### src/rtl/dmem_responder.sv
// dmem_responder: single-port data memory with a FIFO store buffer in front of it.
//
// Stores are accepted into a small store buffer and drained into the RAM later.
// A drain uses the single RAM port in any cycle that no load needs it, and it is
// forced when the buffer is full. Loads read the RAM with a registered read. The
// youngest buffered store to the same word is forwarded ahead of the RAM data.
// Load results appear one cycle after the RAM read.
//
// Optional feature: define DMEM_MMIO_EN to add a 32-bit MMIO register at byte
// address 0x0000_0100. This adds the MmioData and MmioStrobe outputs. Without
// the macro, address 0x100 is ordinary RAM and aliases word 0x40 mod DEPTH.
//
// Parameters
//   DEPTH      RAM size in 32-bit words (power of two)
//   SB_DEPTH   store-buffer entries (power of two, >= 2)
// Ports
//   clk         sole clock, rising edge
//   rst         synchronous active-high reset
//   MemWrite    store request
//   MemRead     load request
//   DataAddr    byte address shared by load and store
//   WriteData   store data
//   ReadData    registered load result, held while ReadValid is low
//   ReadValid   one-cycle pulse for a new load result
//   Stall       request not accepted this cycle (store buffer full)
//   SbEmpty     store buffer empty
//   MmioData    MMIO register contents      (DMEM_MMIO_EN only)
//   MmioStrobe  one-cycle pulse on MMIO store (DMEM_MMIO_EN only)
module dmem_responder #(
  parameter int DEPTH    = 64,
  parameter int SB_DEPTH = 2
) (
  input  logic        clk,
  input  logic        rst,
  input  logic        MemWrite,
  input  logic        MemRead,
  input  logic [31:0] DataAddr,
  input  logic [31:0] WriteData,
  output logic [31:0] ReadData,
  output logic        ReadValid,
  output logic        Stall,
  output logic        SbEmpty
`ifdef DMEM_MMIO_EN
  ,
  output logic [31:0] MmioData,
  output logic        MmioStrobe
`endif
);

  localparam int AW  = $clog2(DEPTH);
  localparam int SBW = $clog2(SB_DEPTH);
  localparam int CW  = SBW + 1;
  localparam logic [CW-1:0] SB_FULL = CW'(SB_DEPTH);

  // Request decode
  logic [AW-1:0] wordIdx;
  logic          accept;
  logic          storeAcc;
  logic          loadAcc;
  logic          mmioHit;
  logic          enq;
  logic          drain;
  logic          sbFull;

  // Store buffer
  logic [AW-1:0]  sbAddr [SB_DEPTH];
  logic [31:0]    sbData [SB_DEPTH];
  logic [SBW-1:0] wrPtrReg;
  logic [SBW-1:0] rdPtrReg;
  logic [CW-1:0]  countReg;
  logic [CW-1:0]  countNext;
  logic [SB_DEPTH-1:0] slotMatch;

  // Forwarding and load pipeline
  logic           fwdHitNext;
  logic [31:0]    fwdDataNext;
  logic [SBW-1:0] slot;
  logic           loadPendReg;
  logic           fwdHitReg;
  logic [31:0]    fwdDataReg;

  // RAM
  logic [31:0] ram [DEPTH];
  logic [31:0] ramQ;

`ifdef DMEM_MMIO_EN
  logic [31:0] mmioDataReg;
  logic        mmioStrobeReg;
  assign mmioHit    = (DataAddr == 32'h0000_0100);
  assign MmioData   = mmioDataReg;
  assign MmioStrobe = mmioStrobeReg;
`else
  // Upper address bits and byte offset are ignored, so addresses alias.
  logic unusedAddrBits;
  assign unusedAddrBits = ^{DataAddr[31:AW+2], DataAddr[1:0]};
  assign mmioHit        = 1'b0;
`endif

  assign wordIdx  = DataAddr[AW+1:2];
  assign sbFull   = (countReg == SB_FULL);
  assign Stall    = sbFull;
  assign SbEmpty  = (countReg == '0);
  assign accept   = !rst && !sbFull;
  assign storeAcc = accept && MemWrite;
  assign loadAcc  = accept && MemRead;
  assign enq      = storeAcc && !mmioHit;
  // A full buffer always drains. Otherwise a load owns the RAM port and the
  // drain waits. A full buffer stalls, so a load is never accepted alongside
  // a forced drain.
  assign drain    = !rst && (sbFull || (!loadAcc && !SbEmpty));

  generate
    for (genvar gi = 0; gi < SB_DEPTH; gi++) begin : gSlotMatch
      assign slotMatch[gi] = (sbAddr[gi] == wordIdx);
    end
  endgenerate

  // Walk the buffer from oldest to youngest so the last match wins. A store
  // accepted in the same cycle is younger than every buffered entry. Load and
  // store share DataAddr, so that store always matches the load.
  always_comb begin
    fwdHitNext  = 1'b0;
    fwdDataNext = '0;
    slot        = '0;
    for (int i = 0; i < SB_DEPTH; i++) begin
      slot = rdPtrReg + SBW'(i);
      if ((CW'(i) < countReg) && slotMatch[slot]) begin
        fwdHitNext  = 1'b1;
        fwdDataNext = sbData[slot];
      end
    end
    if (enq) begin
      fwdHitNext  = 1'b1;
      fwdDataNext = WriteData;
    end
`ifdef DMEM_MMIO_EN
    if (mmioHit) begin
      fwdHitNext  = 1'b1;
      fwdDataNext = storeAcc ? WriteData : mmioDataReg;
    end
`endif
  end

  always_comb begin
    countNext = countReg;
    if (enq && !drain) begin
      countNext = countReg + CW'(1);
    end else if (!enq && drain) begin
      countNext = countReg - CW'(1);
    end
  end

  // Store-buffer pointers and occupancy
  always_ff @(posedge clk) begin
    if (rst) begin
      wrPtrReg <= '0;
      rdPtrReg <= '0;
      countReg <= '0;
    end else begin
      countReg <= countNext;
      if (enq) begin
        wrPtrReg <= wrPtrReg + SBW'(1);
      end
      if (drain) begin
        rdPtrReg <= rdPtrReg + SBW'(1);
      end
    end
  end

  // Store-buffer payload needs no reset; countReg qualifies every entry.
  always_ff @(posedge clk) begin
    if (enq) begin
      sbAddr[wrPtrReg] <= wordIdx;
      sbData[wrPtrReg] <= WriteData;
    end
  end

  // Single-port RAM with a registered read. Contents survive reset. A drain
  // and a load never share a cycle.
  always_ff @(posedge clk) begin
    if (drain) begin
      ram[sbAddr[rdPtrReg]] <= sbData[rdPtrReg];
    end
    if (loadAcc) begin
      ramQ <= ram[wordIdx];
    end
  end

  // Load return. The forwarding decision is captured in the same cycle as the
  // RAM read. The result is selected one cycle later.
  always_ff @(posedge clk) begin
    if (rst) begin
      loadPendReg <= 1'b0;
      fwdHitReg   <= 1'b0;
      fwdDataReg  <= '0;
      ReadValid   <= 1'b0;
      ReadData    <= '0;
    end else begin
      loadPendReg <= loadAcc;
      fwdHitReg   <= fwdHitNext;
      fwdDataReg  <= fwdDataNext;
      ReadValid   <= loadPendReg;
      if (loadPendReg) begin
        ReadData <= fwdHitReg ? fwdDataReg : ramQ;
      end
    end
  end

`ifdef DMEM_MMIO_EN
  always_ff @(posedge clk) begin
    if (rst) begin
      mmioDataReg   <= '0;
      mmioStrobeReg <= 1'b0;
    end else begin
      mmioStrobeReg <= storeAcc && mmioHit;
      if (storeAcc && mmioHit) begin
        mmioDataReg <= WriteData;
      end
    end
  end
`endif

endmodule

### config.mk
export PLATFORM = sky130hd
export DESIGN_NAME = dmem_responder
export DESIGN_NICKNAME = d
export VERILOG_FILES = /design/src/rtl/dmem_responder.sv
export SDC_FILE = /design/constraint.sdc
export NUM_CORES = 2
export LEC_CHECK = 0
export CAP_MARGIN = 30
export CORE_ASPECT_RATIO = 1.5
export CORE_MARGIN = 5
export CORE_UTILIZATION = 50
export DETAILED_ROUTE_END_ITERATION = 8
export GPL_TIMING_DRIVEN = 0
export PLACE_DENSITY = 0.65
export SLEW_MARGIN = 20
export SYNTH_ARGS = -nofsm -noshare
export SYNTH_HDL_FRONTEND = slang
export SYNTH_SLANG_ARGS = --single-unit
### constraint.sdc
create_clock -name clk -period 5 [get_ports clk]
set_input_delay 1 -clock clk [delete_from_list [all_inputs] [get_ports clk]]
set_output_delay 1 -clock clk [all_outputs]
set_load 0.01 [all_outputs]
==> impl_metrics.yaml <==
critical_path:
  worst-setup-path-type: "primary input to flop"
  worstPathCellList: "clkdlybuf4s50_1 -> buf_4 -> buf_2 -> nor2_1 -> clkbuf_1 -> clkbuf_1 -> a22oi_1 -> nand4_1 -> o21ai_0 -> a21oi_1"
  crit_path_start_kind: "primary input"
  arrival_ns: 5.74
  path_max_fanout: 10
  crit_slowest_cell: "clkdlybuf4s50_1"
  timing.critical_path.mode_cell: "clkbuf_1"
  r2r_slack_ns: 0.94
  critPathRequiredTime_ns: 5.62
  category_of_the_worst_setup_path_capture_point: "flop"
  worst_path_largest_cell_delay_ns: 0.93
cts:
  cts_root_buffer_type: "clkbuf_16"
  cts.path.max_buffers: 3
  cts_tree: "built"
  worst_setup_hold_path_clk_slew_ns: 0.07
  tritoncts.num_buffers: 186
  post-cts-setup-buffer-count: 0
  clock-sinks: 2228
  htreeDepth: 4
  clock_insertion_delay_worst_skew_ns: 0.84
logic_synthesis:
  yosysTopAreaCellShare_pct: 75.5
  synth-async-reset-ratio_pct: 0
  syn-num-nets: 4134
  avgSynthCellArea_sq_um: 21.1
  netlist_top_cells_area: "edfxtp_1, mux4_2, mux2i_1, dfxtp_1, mux2_2"
  post_synth_num_cell_types: 50
  netlist_area_sq_um: 85800
  synth_edf_count: 2156
  synth-warning-count: 0
  yosys.cell_count.top_type: "edfxtp_1"
  total_of_flip_flops_plus_latches_after_synthesis: 2228
  yosysTopAreaCell: "edfxtp_1"
  syn_inst: 4062
  yosysSeqAreaShare_pct: 77.2
  synth_top_cells_by_count: "edfxtp_1, mux4_2, mux2i_1, nor2_1, mux2_2"
  dominantRegCellSynth: "edfxtp_1"
sta:
  final_min_period_over_clock_period_pct: 102
  setup_violations: 4
  time_the_final_worst_path_needs_with_i_o_delays_and_setup_ns: 5.11
  fin_ws_ns: -0.113
  max_slew_margin_pct: 26.3
  fmax_mhz: 196
  finalMaxSlewViolations: 0
  fin_worst_skew_ns: 0.0333
  setup_tns_ns: -0.289
  timing_worst_slew_pin_value_ns: 1.11
  hold_violations: 0
  rsz0062_at_grt: "false"
detailed_routing:
  remaining_drc_errors: 0
  detailedRoute.firstPassIterationCount: 8
  via_per_inst: 6.71
  drt-total-wl_microns: 270000
  via_count: 46300
  detail-route-antenna-nets: 0
  drt-initial-drc-count: 6592
  route.detailed.wl_per_inst_microns: 39.1
placement:
  globalplace.congestion: 0.912
  placed_cell_area_sq_um: 93200
  dp_hpwl_microns: 185000
  port-buffer-count: 75
  pre_cts_slack_ns: -1.13
global_route:
  globalRouteOverflowTotal: 0
  grt.total_usage_pct: 29.8
  first_global_vias: 45600
  pin_count_of_the_biggest_net_entering_global_routing: 66
  grt_first_pass_wirelength_microns: 367000
  grt_antenna_before_repair: 12
run_status:
  run_status: "complete, but fails checks"
  violations: "negative setup slack"
final_layout:
  final_stage_net_count: 4544
  final_area_sq_um: 99200
  layout-drive-gt1-share_pct: 25.3
  area.growth.synth_to_final_pct: 15.7
floorplanning:
  core_area_sq_um: 171000
  fp-row-count: 186
  initial_utilization_pct: 50.2
  dieArea_sq_um: 180000
  die_width_microns: 348
  fp.dieH_microns: 517
  io_pins: 103
pwr:
  leakage_nw: 30.9
  sum_of_internal_switching_and_leakage_power_w: 0.0422
  cellPowerDensity_nw_per_um2: 425
  worst_ir_drop_vdd_uv: 316
flow_run:
  max_cap_violations: 0
min_path:
  hold_path_class: "flop to flop"
[stage by stage]
stage	util [%]	std cells	hold slack, ns
finish	58.1	6897	0.485
global route	58.1	6883	0.501
CTS	58.0	6880	0.487
detailed placement	54.6	6539	0.478
global placement	52.3	6393	0.480
floorplan	-	4062	0.495
[worst paths after layout]
| kind | start | endpoint | depth (start not counted) |
|---|---|---|---|
| worst max-delay path | DataAddr[4] | ramQ[17] | 10 |
| worst min-delay path | ReadData[30] | ReadData[30] | 2 |
| worst max register to register | flop | ram[49][20] | 9 |
| worst min register to register | ReadData[30] | ReadData[30] | 2 |
[timing repair]
| action | 4_1_cts | 5_1_grt |
|---|---|---|
| hold buffers | 0 | 0 |
| pin swaps | 0 | 0 |
| gates resized for setup | 1 | 1 |
| endpoints found under the setup margin | 5 | 5 |
[placed cells by master, fill, tap and decap left out, types with 65 or more instances in the layout]
cell             instances
nor2_1                  92
a211oi_1                84
mux2i_1                187
mux2_2                  99
buf_12                  80
edfxtp_1              2156
dfxtp_1                 72
clkbuf_1               139
mux4_2                 442
clkbuf_16              188
clkdlybuf4s50_1         75
nor2_4                  65
nand3_1                 89
o22ai_1                 81
nand2_1                 82
[final cells by class]
| type | count | area (sq um) |
|---|---|---|
| antenna | 15 | 37.5 |
| sequential | 2228 | 66200 |
| fill | 12200 | 71600 |
| buffer | 238 | 1340 |
| clock inverter | 119 | 1100 |
| multi-input combinational | 1589 | 18800 |
| inverter | 6 | 22.5 |
| timing repair buffer | 223 | 4030 |
| clock buffer | 223 | 4860 |
| tap | 2256 | 2820 |
[sequential cells by signal (all words and copies together), names as in the netlist, named ones only]
signal and flops:
countReg 2, sbAddr 12, ReadData 32, ramQ 32, fwdDataReg 32, ram 2048, sbData 64, wrPtrReg 1
ReadValid 1, fwdHitReg 1, loadPendReg 1, rdPtrReg 1
[per-layer routing]
layer | routed length (microns) | global-route usage (%) | up-vias
met3 | 27600 | 6.85 | 878
met2 | 130000 | 48.1 | 3276
li1 | - | - | 17900
met5 | 0 | 0 | -
met1 | 89400 | 35.9 | 24300
met4 | 23000 | 20.2 | 0
[power by group]
part	total, W	switching (W)	internal [W]	leakage (nW)
Clock	0.0145	0.00674	0.00779	2.90
Combinational	0.00515	0.00384	0.00130	8.04
Sequential	0.0225	0.000110	0.0224	20.0
Total	0.0422	0.0107	0.0315	30.9
[cell families after synthesis]
family | after synthesis | synth area share (%)
adders and majority gates | 4 | 0.0584
AOI/OAI and AO/OA | 374 | 3.19
xor gates and xnor gates | 15 | 0.153
and+or+nand+nor | 439 | 2.37
muxes | 757 | 15.5
buffers and inverters | 245 | 1.58
DFF | 2228 | 77.2
[critical path, delay by kind of cell]
kind / cells / cell delay (ns)
AOI/OAI and AO/OA: 3 / 0.74
buffers and inverters: 5 / 3.20
and+or+nand+nor: 2 / 0.77
Note: power is estimated with default switching activity, not from simulation.
